File: src/rtl/branch_predictor_btb_if.sv
// Fetch-lookup / resolve-update bundle for the branch predictor.
// master: fetch+MEM side; slave: the predictor (lookup, train, stats).
interface branch_predictor_btb_if #(
    parameter int XLEN  = 32,
    parameter int CNT_W = 16
);
    logic [XLEN-1:0]  IF_PC;
    logic             PRED_TAKEN;
    logic [XLEN-1:0]  PRED_TARGET;
    logic             PRED_HIT;
    logic             UPD_VALID;
    logic [XLEN-1:0]  UPD_PC;
    logic             UPD_IS_JUMP;
    logic             UPD_TAKEN;
    logic [XLEN-1:0]  UPD_TARGET;
    logic             UPD_PRED_P;
    logic             MISPRED;
    logic [CNT_W-1:0] BR_COUNT;
    logic [CNT_W-1:0] MISS_COUNT;

    modport master (
        output IF_PC, UPD_VALID, UPD_PC, UPD_IS_JUMP,
        output UPD_TAKEN, UPD_TARGET, UPD_PRED_P,
        input  PRED_TAKEN, PRED_TARGET, PRED_HIT,
        input  MISPRED, BR_COUNT, MISS_COUNT
    );

    modport slave (
        input  IF_PC, UPD_VALID, UPD_PC, UPD_IS_JUMP,
        input  UPD_TAKEN, UPD_TARGET, UPD_PRED_P,
        output PRED_TAKEN, PRED_TARGET, PRED_HIT,
        output MISPRED, BR_COUNT, MISS_COUNT
    );
endinterface

File: src/rtl/branch_predictor_btb.sv
// Direct-mapped BTB with saturating direction counters and stats.
// Ports: CLK, RSTn (sync, active-low), EN (stall gate), bp (slave bundle).
module branch_predictor_btb #(
    parameter int XLEN    = 32,
    parameter int ENTRIES = 16,
    parameter int TAG_W   = 8,
    parameter int CTR_W   = 2,
    parameter int CNT_W   = 16
) (
    input  logic                  CLK,
    input  logic                  RSTn,
    input  logic                  EN,
    branch_predictor_btb_if.slave bp
);
    localparam int IDX_W = $clog2(ENTRIES);
    localparam logic [CTR_W-1:0] CTR_MAX  = {CTR_W{1'b1}};
    localparam logic [CTR_W-1:0] CTR_WEAK = CTR_W'(1) << (CTR_W - 1);
    localparam logic [CNT_W-1:0] CNT_MAX  = {CNT_W{1'b1}};

    logic             valid_q [ENTRIES];
    logic [TAG_W-1:0] tag_q   [ENTRIES];
    logic [CTR_W-1:0] ctr_q   [ENTRIES];
    logic [XLEN-1:0]  tgt_q   [ENTRIES];
    logic [CNT_W-1:0] br_q;
    logic [CNT_W-1:0] miss_q;

    logic [IDX_W-1:0] if_idx;
    logic [TAG_W-1:0] if_tag;
    logic             if_hit;
    logic [IDX_W-1:0] u_idx;
    logic [TAG_W-1:0] u_tag;
    logic             u_hit;
    logic [CTR_W-1:0] ctr_inc;
    logic [CTR_W-1:0] ctr_dec;
    logic             mispred;
    logic             upd_fire;
    logic             unused_pc_bits;

    assign if_idx = bp.IF_PC[IDX_W+1:2];
    assign if_tag = bp.IF_PC[IDX_W+TAG_W+1:IDX_W+2];
    assign u_idx  = bp.UPD_PC[IDX_W+1:2];
    assign u_tag  = bp.UPD_PC[IDX_W+TAG_W+1:IDX_W+2];

    // Byte offset and upper PC bits take no part in indexing or tagging.
    assign unused_pc_bits = ^{bp.IF_PC, bp.UPD_PC};

    // Lookup reads pre-edge state; a same-cycle update is not bypassed.
    assign if_hit         = valid_q[if_idx] && (tag_q[if_idx] == if_tag);
    assign bp.PRED_HIT    = if_hit;
    assign bp.PRED_TAKEN  = if_hit && ctr_q[if_idx][CTR_W-1];
    assign bp.PRED_TARGET = if_hit ? tgt_q[if_idx] : '0;

    assign u_hit    = valid_q[u_idx] && (tag_q[u_idx] == u_tag);
    assign mispred  = bp.UPD_VALID && (bp.UPD_PRED_P != bp.UPD_TAKEN);
    assign upd_fire = EN && bp.UPD_VALID;

    always_comb begin
        ctr_inc = ctr_q[u_idx];
        ctr_dec = ctr_q[u_idx];
        if (ctr_q[u_idx] != CTR_MAX) ctr_inc = ctr_q[u_idx] + CTR_W'(1);
        if (ctr_q[u_idx] != '0)      ctr_dec = ctr_q[u_idx] - CTR_W'(1);
    end

    always_ff @(posedge CLK) begin
        if (!RSTn) begin
            for (int i = 0; i < ENTRIES; i++) begin
                valid_q[i] <= 1'b0;
                tag_q[i]   <= '0;
                ctr_q[i]   <= '0;
                tgt_q[i]   <= '0;
            end
            br_q   <= '0;
            miss_q <= '0;
        end else if (upd_fire) begin
            if (u_hit) begin
                if (bp.UPD_IS_JUMP) begin
                    ctr_q[u_idx] <= CTR_MAX;
                    tgt_q[u_idx] <= bp.UPD_TARGET;
                end else if (bp.UPD_TAKEN) begin
                    ctr_q[u_idx] <= ctr_inc;
                    tgt_q[u_idx] <= bp.UPD_TARGET;
                end else begin
                    ctr_q[u_idx] <= ctr_dec;
                end
            end else if (bp.UPD_TAKEN) begin
                // Only taken transfers earn a slot; evicts any alias.
                valid_q[u_idx] <= 1'b1;
                tag_q[u_idx]   <= u_tag;
                tgt_q[u_idx]   <= bp.UPD_TARGET;
                ctr_q[u_idx]   <= bp.UPD_IS_JUMP ? CTR_MAX : CTR_WEAK;
            end
            if (br_q != CNT_MAX) br_q <= br_q + CNT_W'(1);
            if (mispred && (miss_q != CNT_MAX)) miss_q <= miss_q + CNT_W'(1);
        end
    end

    assign bp.MISPRED    = mispred;
    assign bp.BR_COUNT   = br_q;
    assign bp.MISS_COUNT = miss_q;
endmodule

File: src/flat_wrapper.sv
// flat-port wrapper written by rule: the top's interface ports become plain ports
module branch_predictor_btb_flat 
#(
    parameter int XLEN    = 32,
    parameter int ENTRIES = 16,
    parameter int TAG_W   = 8,
    parameter int CTR_W   = 2,
    parameter int CNT_W   = 16
)
  (CLK, RSTn, EN, bp_IF_PC, bp_UPD_VALID, bp_UPD_PC, bp_UPD_IS_JUMP, bp_UPD_TAKEN, bp_UPD_TARGET, bp_UPD_PRED_P, bp_PRED_TAKEN, bp_PRED_TARGET, bp_PRED_HIT, bp_MISPRED, bp_BR_COUNT, bp_MISS_COUNT);
  branch_predictor_btb_if #(.XLEN(XLEN), .CNT_W(CNT_W)) bp_i ();
  input  logic CLK;
  input  logic RSTn;
  input  logic EN;
  input wire logic [$bits(bp_i.IF_PC)-1:0] bp_IF_PC;
  input wire logic [$bits(bp_i.UPD_VALID)-1:0] bp_UPD_VALID;
  input wire logic [$bits(bp_i.UPD_PC)-1:0] bp_UPD_PC;
  input wire logic [$bits(bp_i.UPD_IS_JUMP)-1:0] bp_UPD_IS_JUMP;
  input wire logic [$bits(bp_i.UPD_TAKEN)-1:0] bp_UPD_TAKEN;
  input wire logic [$bits(bp_i.UPD_TARGET)-1:0] bp_UPD_TARGET;
  input wire logic [$bits(bp_i.UPD_PRED_P)-1:0] bp_UPD_PRED_P;
  output wire logic [$bits(bp_i.PRED_TAKEN)-1:0] bp_PRED_TAKEN;
  output wire logic [$bits(bp_i.PRED_TARGET)-1:0] bp_PRED_TARGET;
  output wire logic [$bits(bp_i.PRED_HIT)-1:0] bp_PRED_HIT;
  output wire logic [$bits(bp_i.MISPRED)-1:0] bp_MISPRED;
  output wire logic [$bits(bp_i.BR_COUNT)-1:0] bp_BR_COUNT;
  output wire logic [$bits(bp_i.MISS_COUNT)-1:0] bp_MISS_COUNT;
  assign bp_i.IF_PC = bp_IF_PC;
  assign bp_i.UPD_VALID = bp_UPD_VALID;
  assign bp_i.UPD_PC = bp_UPD_PC;
  assign bp_i.UPD_IS_JUMP = bp_UPD_IS_JUMP;
  assign bp_i.UPD_TAKEN = bp_UPD_TAKEN;
  assign bp_i.UPD_TARGET = bp_UPD_TARGET;
  assign bp_i.UPD_PRED_P = bp_UPD_PRED_P;
  assign bp_PRED_TAKEN = bp_i.PRED_TAKEN;
  assign bp_PRED_TARGET = bp_i.PRED_TARGET;
  assign bp_PRED_HIT = bp_i.PRED_HIT;
  assign bp_MISPRED = bp_i.MISPRED;
  assign bp_BR_COUNT = bp_i.BR_COUNT;
  assign bp_MISS_COUNT = bp_i.MISS_COUNT;
  branch_predictor_btb #(.XLEN(XLEN), .ENTRIES(ENTRIES), .TAG_W(TAG_W), .CTR_W(CTR_W), .CNT_W(CNT_W)) u_core (.CLK(CLK), .RSTn(RSTn), .EN(EN), .bp(bp_i));
endmodule
File: config.mk
export PLATFORM = sky130hd
export DESIGN_NAME = branch_predictor_btb_flat
export DESIGN_NICKNAME = d
export VERILOG_FILES = /design/src/rtl/branch_predictor_btb_if.sv /design/src/rtl/branch_predictor_btb.sv /design/src/flat_wrapper.sv
export SDC_FILE = /design/constraint.sdc
export NUM_CORES = 1
export LEC_CHECK = 0
export CORE_MARGIN = 2
export CORE_UTILIZATION = 51
export CTS_BUF_LIST = sky130_fd_sc_hd__clkbuf_16
export CTS_CLUSTER_DIAMETER = 50
export DETAILED_ROUTE_END_ITERATION = 8
export GPL_TIMING_DRIVEN = 1
export PLACE_DENSITY = 0.69
export REMOVE_ABC_BUFFERS = 1
export SLEW_MARGIN = 5
export SYNTH_ARGS = -nofsm -noshare
export SYNTH_HDL_FRONTEND = slang
export SYNTH_SLANG_ARGS = --single-unit
File: constraint.sdc
create_clock -name CLK -period 12.5 [get_ports CLK]
set_clock_uncertainty 0.2 [all_clocks]
set_input_delay 3.125 -clock CLK [delete_from_list [all_inputs] [get_ports CLK]]
set_output_delay 3.125 -clock CLK [all_outputs]
set_load 0.02 [all_outputs]
==> run_results.csv <==
group,metric,value,unit
clocking,max-clock-path-buffers,3,
hold_path,hp-class,"reg -> reg",
floorplanning,design.core.area,66800,um2
sta,slew_headroom,0.0424,
synthesis,ys_seq_elements,720,
setup_path,worstPathArrival,7.17,ns
grt,maximum_number_of_pins_on_one_net_before_global_route_repair,286,
grt,all_layer_gr_usage,0.277,
power,power.sequential.fraction,0.493,
synthesis,postSynth.asyncResetShare,0,
finish,fillers,4974,
drt,via_count,21700,
finish,layout.cell_area.non_filler,38900,um2
hold_path,worst_hold_path.num_cells,2,
clocking,postCtsHoldBufs,0,
grt,grt-ovfl-total,0,
drt,drt-vias-per-instance,6.64,
synthesis,netlist_area,34300,um2
clocking,post_cts_resize_count,0,
drt,avgRoutedWirePerCell,29.3,um
power,highest_ir_drop_seen_on_vdd,0.0972,mV
floorplanning,die_area,69300,um2
power,power_switching,1340,uW
placed_design,gpl.final_weighted_congestion,0.884,
finish,final-seq-area,21100,um2
clocking,numClockSinks,720,
power,clockPowerShare,0.426,
setup_path,critPathKind,"in -> out",
power,internal_portion_of_total_power,4320,uW
clocking,insertion_delay,0.64,ns
setup_path,worst_ep_required_time,9.17,ns
grt,grt_first_pass_wirelength,142,mm
synthesis,netlist.area_leader.share,0.589,
clocking,cts_tree,"built",
grt,grt_antenna_before_repair,6,
floorplanning,rows,95,
floorplanning,fp.dieW,263,um
finish,share_of_layout_cells_above_drive_strength_1,0.200,
power,pwr_density_cell,145,nW/um2
sta,period_minus_ws_final,10.49,ns
drt,antenna_violating_nets_post_route,0,
finish,finalNonFillerCells,3264,
finish,flow.area_growth_from_synthesis,13.7,%
setup_path,critPathLaunchType,"input port",
outcome,run_status,"completed",
sta,finalHoldViolations,0,
sta,hold_ws,0.290,ns
finish,multi_input_area,12200,um2
floorplanning,ioPinCount,170,
floorplanning,initial_utilization,0.513,
power,pleak,0.0147,uW
setup_path,max_fo_critical_path,46,
placed_design,port-buffer-count,129,
sta,setup-violations-final,0,
placed_design,placement.cell_area,36200,um2
clocking,post-cts-setup-buffer-count,0,
power,switching_share,0.236,
power,finalPower,5650,uW
clocking,htreeDepth,3,
sta,final.period_utilization,0.840,
synthesis,synthesis.instances,2309,
synthesis,synth_largest_area_cell,"edfxtp_1",
placed_design,dp_cells,3109,
sta,worst-slew-pin-transition,1.43,ns
drt,drc,0,
placed_design,dp_hpwl,50.6,mm
flow_run,drv_cap,0,
synthesis,synth.avg_cell_area,14.8,um2
sta,slew_violations,0,
synthesis,ys_warn_count,0,
floorplanning,die_height,263,um
drt,totalWireLength,95.6,mm
setup_path,setup.worst_path.end_class,"output pin",
finish,final_net_count,2427,
drt,first_pass_iters,5,
synthesis,synth.area.top_cells,"edfxtp_1 (59%), mux4_2 (16%), and3_1 (10%)",
power,combPwrFrac,0.081,
clocking,clkTransAtPathRegs,0.06,ns
synthesis,synth_enable_flop_cells,672,
synthesis,netlist-cell-type-count,49,
synthesis,most_instantiated_flip_flop_cell_in_the_synthesis_netlist,"edfxtp_1",
synthesis,synth-seq-area-share,0.617,
sta,maximum_clock_frequency,0.0953,GHz
grt,first_global_vias,22000,
clocking,number_of_buffers_created_by_cts,84,
sta,setup_total_negative_slack,0,ns
setup_path,r2r_cells,8,
sta,rsz_0062_raised_after_global_routing,"false",
drt,dr.first_iter.drc_count,2915,
clocking,cts_root_buffer,"clkbuf_16",
-- final timing paths --
check / to / from / slack (ns)
max: bp_PRED_TARGET[19] / bp_IF_PC[2] / 2.01
min: u_core.valid_q[13] / u_core.valid_q[13] / 0.29
max reg2reg: u_core.tag_q[14][0] / u_core.tag_q[9][2] / 7.26
min reg2reg: u_core.valid_q[13] / u_core.valid_q[13] / 0.29
-- cell usage after synthesis, types with 2 or more instances --
master / number
clkbuf_1: 167
nor4_1: 17
nand4_1: 8
xor2_1: 8
a211oi_1: 18
mux4_2: 242
buf_2: 60
or3_1: 11
buf_1: 8
a22oi_1: 4
o21ai_0: 74
nor3_1: 7
xnor2_1: 35
and4_1: 6
and3_1: 549
nand3_1: 22
nor2b_1: 8
nor2_1: 150
ha_1: 2
a22o_1: 6
a21boi_0: 8
nand2_1: 59
mux2i_1: 22
nand2b_1: 7
a221oi_1: 5
and2_1: 29
inv_1: 4
buf_6: 4
and2_0: 2
edfxtp_1: 672
buf_4: 21
mux2_2: 8
o22ai_1: 3
dfxtp_1: 48
-- power by group through the flow --
stage          clock (uW)  sequential (uW)  combinational, uW
2_1_floorplan           0             2820                236
3_3_place_gp            0             2820                449
3_5_place_dp            0             2830                456
4_1_cts              2420             2780                457
5_1_grt              2510             2790                482
6_report             2410             2790                460
-- logic make-up after synthesis --
family,synth area share
buffers and inverters,0.0343
adder cells (fa/ha/maj),0.00102
AO/OA/AOI/OAI,0.0240
XOR/XNOR,0.0110
multiplexers,0.168
AND/OR/NAND/NOR,0.144
flip-flops,0.617
-- worst max-delay path: stages --
cell             delay [ns]
buf_8                  0.39
buf_4                  0.77
buf_4                  0.87
mux4_2                 0.61
mux4_2                 0.53
and3_1                 0.21
clkdlybuf4s50_1        0.53
-- registers in the layout, summed over array words and instances (netlist names) --
register / cells
u_core.valid_q: 16
u_core.ctr_q: 32
u_core.bp.MISS_COUNT: 16
u_core.bp.BR_COUNT: 16
u_core.tag_q: 128
u_core.tgt_q: 512
-- layer usage --
| metal | vias to the layer above | global-route usage | share of wire |
|---|---|---|---|
| met1 | 11000 | 0.368 | 0.38 |
| met5 | - | 0 | 0.00055 |
| met4 | 8 | 0.112 | 0.040 |
| met2 | 1324 | 0.445 | 0.48 |
| li1 | 9089 | - | - |
| met3 | 276 | 0.0638 | 0.10 |
-- stage by stage --
step,util,setup slack (ns)
floorplan,-,3.49
global placement,0.542,1.88
detailed placement,0.542,1.88
CTS,0.583,1.87
global route,0.583,1.68
finish,0.583,2.01
-- final cells by class --
cell class	instances	share of cell area
sequential	720	0.543
multi-input combinational	1325	0.314
clock buffer	85	0.0546
timing repair buffer	187	0.0442
tap	873	0.0281
clock inverter	69	0.0153
inverter	4	0.000386
antenna	1	0.0000643
-- cell usage in the layout (no fill, tap or decap), types with 17 or more instances in the layout --
| master | synthesis | layout |
|---|---|---|
| a211oi_1 | 18 | 18 |
| and3_1 | 549 | 549 |
| clkdlybuf4s50_1 | 0 | 121 |
| xnor2_1 | 35 | 35 |
| o21ai_0 | 74 | 45 |
| and2_1 | 29 | 29 |
| mux4_2 | 242 | 242 |
| dfxtp_1 | 48 | 48 |
| buf_4 | 21 | 59 |
| clkbuf_16 | 0 | 85 |
| o21ai_4 | 1 | 17 |
| nand2_1 | 59 | 59 |
| edfxtp_1 | 672 | 672 |
| mux2i_1 | 22 | 22 |
| nand3_1 | 22 | 22 |
| inv_1 | 4 | 19 |
| nor2_1 | 150 | 140 |
Power figures use the tool's default switching activity.
